[src/rtl/hamming_pkg.sv]
// Shared definitions for the Hamming(7,4) scrubber: controller states and
// codeword bit positions.
package hamming_pkg;

   typedef enum logic [2:0] {
      IDLE,
      RD,
      CHK,
      WB,
      NXT,
      DONE
   } state_t;

   localparam int CW_W = 7;

   // Codeword layout {d3,d2,d1,p4,d0,p2,p1}
   localparam int P1 = 0;
   localparam int P2 = 1;
   localparam int D0 = 2;
   localparam int P4 = 3;
   localparam int D1 = 4;
   localparam int D2 = 5;
   localparam int D3 = 6;

endpackage

[src/rtl/hamming_syndrome.sv]
// Combinational Hamming(7,4) decoder: syndrome, single-bit corrected word and
// an error flag. A double-bit error aliases to a wrong single-bit fix.
module hamming_syndrome
   import hamming_pkg::*;
(
   input  logic [CW_W-1:0] codeword,
   output logic [2:0]      syndrome,
   output logic [CW_W-1:0] corrected,
   output logic            is_error
);

   logic c1;
   logic c2;
   logic c3;

   assign c1 = codeword[P1] ^ codeword[D0] ^ codeword[D1] ^ codeword[D3];
   assign c2 = codeword[P2] ^ codeword[D0] ^ codeword[D2] ^ codeword[D3];
   assign c3 = codeword[P4] ^ codeword[D1] ^ codeword[D2] ^ codeword[D3];

   assign syndrome = {c3, c2, c1};
   assign is_error = (syndrome != 3'd0);

   // Syndrome value k points at codeword bit k-1
   for (genvar gi = 0; gi < CW_W; gi++) begin : g_fix
      assign corrected[gi] = codeword[gi] ^ (syndrome == 3'(gi + 1));
   end

endmodule

[src/rtl/hamming_scrub_ctrl.sv]
// Scrub controller: walks addresses 0..DEPTH-1, decodes each word and writes
// back single-bit-corrected codewords, counting corrections.
module hamming_scrub_ctrl
   import hamming_pkg::*;
#(
   parameter int ADDR_W = 4,
   parameter int DEPTH  = 16,
   parameter int CNT_W  = 8
) (
   input  logic              clk,
   input  logic              rst,
   input  logic              start,
   output logic              busy,
   output logic              done,
   output logic [ADDR_W-1:0] mem_addr,
   output logic              mem_rd_en,
   input  logic [CW_W-1:0]   mem_rdata,
   output logic              mem_wr_en,
   output logic [CW_W-1:0]   mem_wdata,
   output logic [CNT_W-1:0]  err_count,
   output logic [ADDR_W-1:0] last_err_addr
);

   localparam logic [ADDR_W-1:0] LAST_ADDR = ADDR_W'(DEPTH - 1);
   localparam logic [CNT_W-1:0]  CNT_MAX   = '1;

   state_t              state_reg;
   state_t              state_next;
   logic [ADDR_W-1:0]   addr_reg;
   logic [CW_W-1:0]     wdata_reg;
   logic [CNT_W-1:0]    err_cnt_reg;
   logic [ADDR_W-1:0]   last_err_reg;

   logic [2:0]          syn;
   logic [CW_W-1:0]     corr;
   logic                is_err;

   hamming_syndrome u_syndrome (
      .codeword  (mem_rdata),
      .syndrome  (syn),
      .corrected (corr),
      .is_error  (is_err)
   );

   always_comb begin
      state_next = state_reg;
      case (state_reg)
         IDLE:    if (start) state_next = RD;
         RD:      state_next = CHK;
         CHK:     state_next = (syn != 3'd0) ? WB : NXT;
         WB:      state_next = NXT;
         NXT:     state_next = (addr_reg == LAST_ADDR) ? DONE : RD;
         DONE:    state_next = IDLE;
         default: state_next = IDLE;
      endcase
   end

   always_ff @(posedge clk or posedge rst) begin
      if (rst) begin
         state_reg    <= IDLE;
         addr_reg     <= '0;
         wdata_reg    <= '0;
         err_cnt_reg  <= '0;
         last_err_reg <= '0;
      end else begin
         state_reg <= state_next;
         case (state_reg)
            IDLE: begin
               if (start) begin
                  addr_reg     <= '0;
                  err_cnt_reg  <= '0;
                  last_err_reg <= '0;
               end
            end
            CHK: begin
               if (is_err) wdata_reg <= corr;
            end
            WB: begin
               if (err_cnt_reg != CNT_MAX) err_cnt_reg <= err_cnt_reg + 1'b1;
               last_err_reg <= addr_reg;
            end
            NXT: begin
               if (addr_reg != LAST_ADDR) addr_reg <= addr_reg + 1'b1;
            end
            default: ;
         endcase
      end
   end

   // Moore strobes, so an asynchronous reset removes them immediately
   assign busy          = (state_reg != IDLE);
   assign done          = (state_reg == DONE);
   assign mem_rd_en     = (state_reg == RD);
   assign mem_wr_en     = (state_reg == WB);
   assign mem_addr      = addr_reg;
   assign mem_wdata     = wdata_reg;
   assign err_count     = err_cnt_reg;
   assign last_err_addr = last_err_reg;

endmodule

[config.mk]
export PLATFORM = sky130hd
export DESIGN_NAME = hamming_scrub_ctrl
export DESIGN_NICKNAME = d
export VERILOG_FILES = /design/src/rtl/hamming_pkg.sv /design/src/rtl/hamming_syndrome.sv /design/src/rtl/hamming_scrub_ctrl.sv
export SDC_FILE = /design/constraint.sdc
export NUM_CORES = 1
export LEC_CHECK = 0
export ABC_CLOCK_PERIOD_IN_PS = 3800
export BUFFER_PORTS_ARGS = -buffer_cell sky130_fd_sc_hd__buf_4
export CAP_MARGIN = 20
export CELL_PAD_IN_SITES_DETAIL_PLACEMENT = 0
export CELL_PAD_IN_SITES_GLOBAL_PLACEMENT = 1
export CORE_ASPECT_RATIO = 0.7
export CORE_MARGIN = 4
export CORE_UTILIZATION = 43
export DETAILED_ROUTE_END_ITERATION = 12
export GPL_TIMING_DRIVEN = 0
export PLACE_DENSITY = 0.86
export SLEW_MARGIN = 15
export SYNTH_ARGS = -nofsm -noshare
export SYNTH_HDL_FRONTEND = slang
export SYNTH_HIERARCHICAL = 1
export SYNTH_SLANG_ARGS = --single-unit
[constraint.sdc]
create_clock -name clk -period 3.8 [get_ports clk]
set_clock_uncertainty 0.1 [all_clocks]
set_input_delay 0.76 -clock clk [delete_from_list [all_inputs] [get_ports clk]]
set_output_delay 0.76 -clock clk [all_outputs]
set_load 0.01 [all_outputs]
==> reports/results.txt <==
Cell Pwr Density = 629 mW/mm²
Core ar. = 0.00323 mm²
Fmax = 0.373 GHz
initial DRC count = 81
nature of the critical path endpoint = flip-flop
GP Congestion = 0.778
Die W = 78.5 µm
CTS max path bufs = 2
synth unique cells = 36
first-pass GRT wire length = 5.91 mm
DRC = 0
synthesized area = 0.00149 mm²
max reg flops = 8
mux contribution to synthesized area = 0.0762
static leakage = 0.880 nW
Ys Warns = 6
vias in the first global route = 1271
Row Count = 17
Post-Synth Simple-Gate Area = 0.158
Rel. slew slack = 0.555
Hold-fix buffers, CTS = 0
main combinational cell family by area after synthesis = simple AND/OR/NAND/NOR gates
GRT Overall Usage = 0.160
Initial Util = 0.462
max-slew violations = 0
syn_nets = 161
die footprint = 0.00450 mm²
Vias/cell = 5.21
mean post-synth cell area = 10.0 µm²
Final Worst Setup Slack = 1.12 ns
Cell Area, Placed = 0.00182 mm²
clk root buf = clkbuf_8
Synth Area in Compound Gates = 0.157
crit start category = input port
Least-Margin Pin Slew = 0.663 ns
# IOs = 37
Layout Area Growth over Synthesis = 26.6%
drt wl/cell = 13.6 µm
htree depth = 1
initial antenna violation count = 0
max_cap viols = 0
Antenna Violating Nets Remaining = 0
clk slew on worst S/H paths = 0.08 ns
final instance area = 0.00189 mm²
dpl ws = 0.825 ns
Max VDD drop = 390 µV
flops & latches, synth = 26
dpl cells = 232
total negative slack = 0 ns
CTS resizes = 0
xor and xnor area share after synthesis = 0.108
CP arrival = 2.74 ns
top post-synthesis cells by area = dfrtp_1 (44%), mux2_2 (5.3%), xnor2_1 (4.7%), a21oi_1 (4.4%), xor2_2 (4.4%)
Post-Route WL = 3.21 mm
# setup viols final = 0
CTS buffer count = 3
total clock sinks = 26
outcome = complete, no violations
Post-Synth Adder-Cell Area = 0.0168
Layout Cells excl Fill = 236
IO buf count = 36
met1 Use GR = 0.217
total gr overflow = 0
diode count = 0
period utilization = 0.705
via count = 1230
TritonCTS clock tree = done
Hold Crit Class = in2async
Cells after Synth = 149
unrepaired setup endpoints after global routing = no
Final #Nets = 203
Most Used Layer, Global Route = met2
cell taking the most area after synthesis = dfrtp_1
met2 usage in global routing = 0.265
met3 GRT Util = 0.0410
setup bufs post-CTS = 0
Clock Latency Late Sink = 0.26 ns
Yosys top cell area share = 0.436
Pre-antenna DRT Iters = 4
# fillers = 295
critical path type = in2reg
hpwl dp = 2.52 mm
layout cells sized above 1 = 0.333
Tmin final = 2.68 ns
Req. time, crit path = 3.85 ns
crit path max fanout = 8
Final Hold Vio Count = 0
DIE HEIGHT = 57.3 µm
register area share after synthesis = 0.436
largest net degree at the start of global routing = 27
final timing paths:
check / endpoint / slack [ns] / startpoint / cells after the start
max: mem_wdata[3]$_DFFE_PP0P_ / 1.12 / mem_rdata[6] / 6
min in group clk: last_err_addr[1]$_DFFE_PP0P_ / 0.40 / last_err_addr[1]$_DFFE_PP0P_ / 2
max reg2reg: err_count[0]$_DFFE_PP0P_ / 1.97 / state_reg[1]$_DFFE_PP0P_ / 5
min: last_err_addr[3]$_DFFE_PP0P_ / 0.37 / rst / 2
min reg2reg: last_err_addr[1]$_DFFE_PP0P_ / 0.40 / last_err_addr[1]$_DFFE_PP0P_ / 2
max in group asynchronous: err_count[6]$_DFFE_PP0P_ / 2.81 / rst / 3
metal layers:
metal | routed length [µm] | vias up
li1 | - | 606
met2 | 1450 | 36
met5 | 0 | -
met1 | 1560 | 586
met4 | 12 | 0
met3 | 193 | 2
power by group:
group          switching (mW)  internal [mW]
Clock                  0.0806         0.0709
Sequential             0.0622          0.361
Combinational           0.312          0.304
cell usage after synthesis:
| master | count |
|---|---|
| buf_2 | 1 |
| nand4_1 | 1 |
| nor3b_2 | 1 |
| a21o_4 | 1 |
| and3_1 | 2 |
| mux2_4 | 1 |
| or3_1 | 1 |
| nand3_1 | 6 |
| a31oi_1 | 3 |
| dfrtp_1 | 26 |
| xnor2_1 | 8 |
| a21o_1 | 1 |
| o22a_1 | 2 |
| o21ai_0 | 6 |
| nor3_2 | 2 |
| a21oi_1 | 13 |
| nand2b_1 | 1 |
| ha_1 | 2 |
| inv_2 | 1 |
| or3b_4 | 1 |
| nand3b_1 | 1 |
| mux2_2 | 7 |
| xor2_2 | 4 |
| buf_6 | 1 |
| o22ai_1 | 2 |
| a22o_1 | 6 |
| inv_1 | 5 |
| nor2_1 | 8 |
| clkinv_1 | 1 |
| nand2_1 | 13 |
| o31ai_1 | 2 |
| clkbuf_1 | 2 |
| mux2i_1 | 2 |
| xor2_1 | 3 |
| buf_4 | 3 |
| nor3_1 | 9 |
cells in the final DEF, fill, tap and decap left out:
| master | netlist | routed |
|---|---|---|
| inv_1 | 5 | 5 |
| o31ai_1 | 2 | 2 |
| nor3_2 | 2 | 2 |
| o22a_1 | 2 | 2 |
| nor3_1 | 9 | 9 |
| mux2_2 | 7 | 7 |
| a21o_4 | 1 | 1 |
| nor2_1 | 8 | 8 |
| buf_2 | 1 | 1 |
| dfrtp_1 | 26 | 26 |
| buf_4 | 3 | 39 |
| buf_6 | 1 | 1 |
| ha_1 | 2 | 2 |
| xor2_1 | 3 | 3 |
| clkbuf_8 | 0 | 3 |
| nand3b_1 | 1 | 1 |
| and3_1 | 2 | 2 |
| a21o_1 | 1 | 1 |
| mux2_4 | 1 | 1 |
| or3_1 | 1 | 1 |
| a31oi_1 | 3 | 3 |
| xor2_2 | 4 | 4 |
| clkinv_1 | 1 | 1 |
| buf_16 | 0 | 1 |
| o21ai_0 | 6 | 6 |
| clkbuf_1 | 2 | 2 |
| nand3_1 | 6 | 6 |
| nor3b_2 | 1 | 1 |
| a21oi_1 | 13 | 13 |
| xnor2_1 | 8 | 8 |
| mux2i_1 | 2 | 2 |
| a22o_1 | 6 | 6 |
| inv_2 | 1 | 1 |
| nand2b_1 | 1 | 1 |
| or3b_4 | 1 | 1 |
| o22ai_1 | 2 | 2 |
| nand4_1 | 1 | 1 |
| nand2_1 | 13 | 13 |
layout make-up:
cell class                      instances  area (µm²)  area share
Timing Repair Buffer                   37         298       0.157
Buffer                                  7        46.3      0.0245
Multi-Input combinational cell        109         771       0.407
Clock buffer                            3        41.3      0.0218
Tap cell                               47        58.8      0.0311
Inverter                                7        26.3      0.0139
Sequential cell                        26         651       0.344
through the flow:
| step | hold WS [ns] | util | total power [mW] |
|---|---|---|---|
| after floorplan | 0.410 | - | 0.814 |
| final | 0.366 | 0.585 | 1.19 |
| after CTS | 0.403 | 0.577 | 1.20 |
| after detailed placement | 0.383 | 0.564 | 1.04 |
| after global routing | 0.385 | 0.585 | 1.29 |
| after global placement | 0.377 | 0.564 | 1.03 |
worst max-delay path, cell delays in order:
cell     delay (ns)
buf_4          0.13
xor2_2         0.20
xnor2_1        0.57
or3_1          0.19
nor3b_2        0.49
mux2_2         0.40
logic make-up (layout without fill, tap and decap cells):
group / count (synthesis) / after routing
AOI/OAI and AO/OA: 36 / 36
xor gates and xnor gates: 15 / 15
adders and majority gates: 2 / 2
buffers and inverters: 14 / 54
DFF: 26 / 26
muxes: 10 / 10
and+or+nand+nor: 46 / 46
Note: power is estimated with default switching activity, not from simulation.
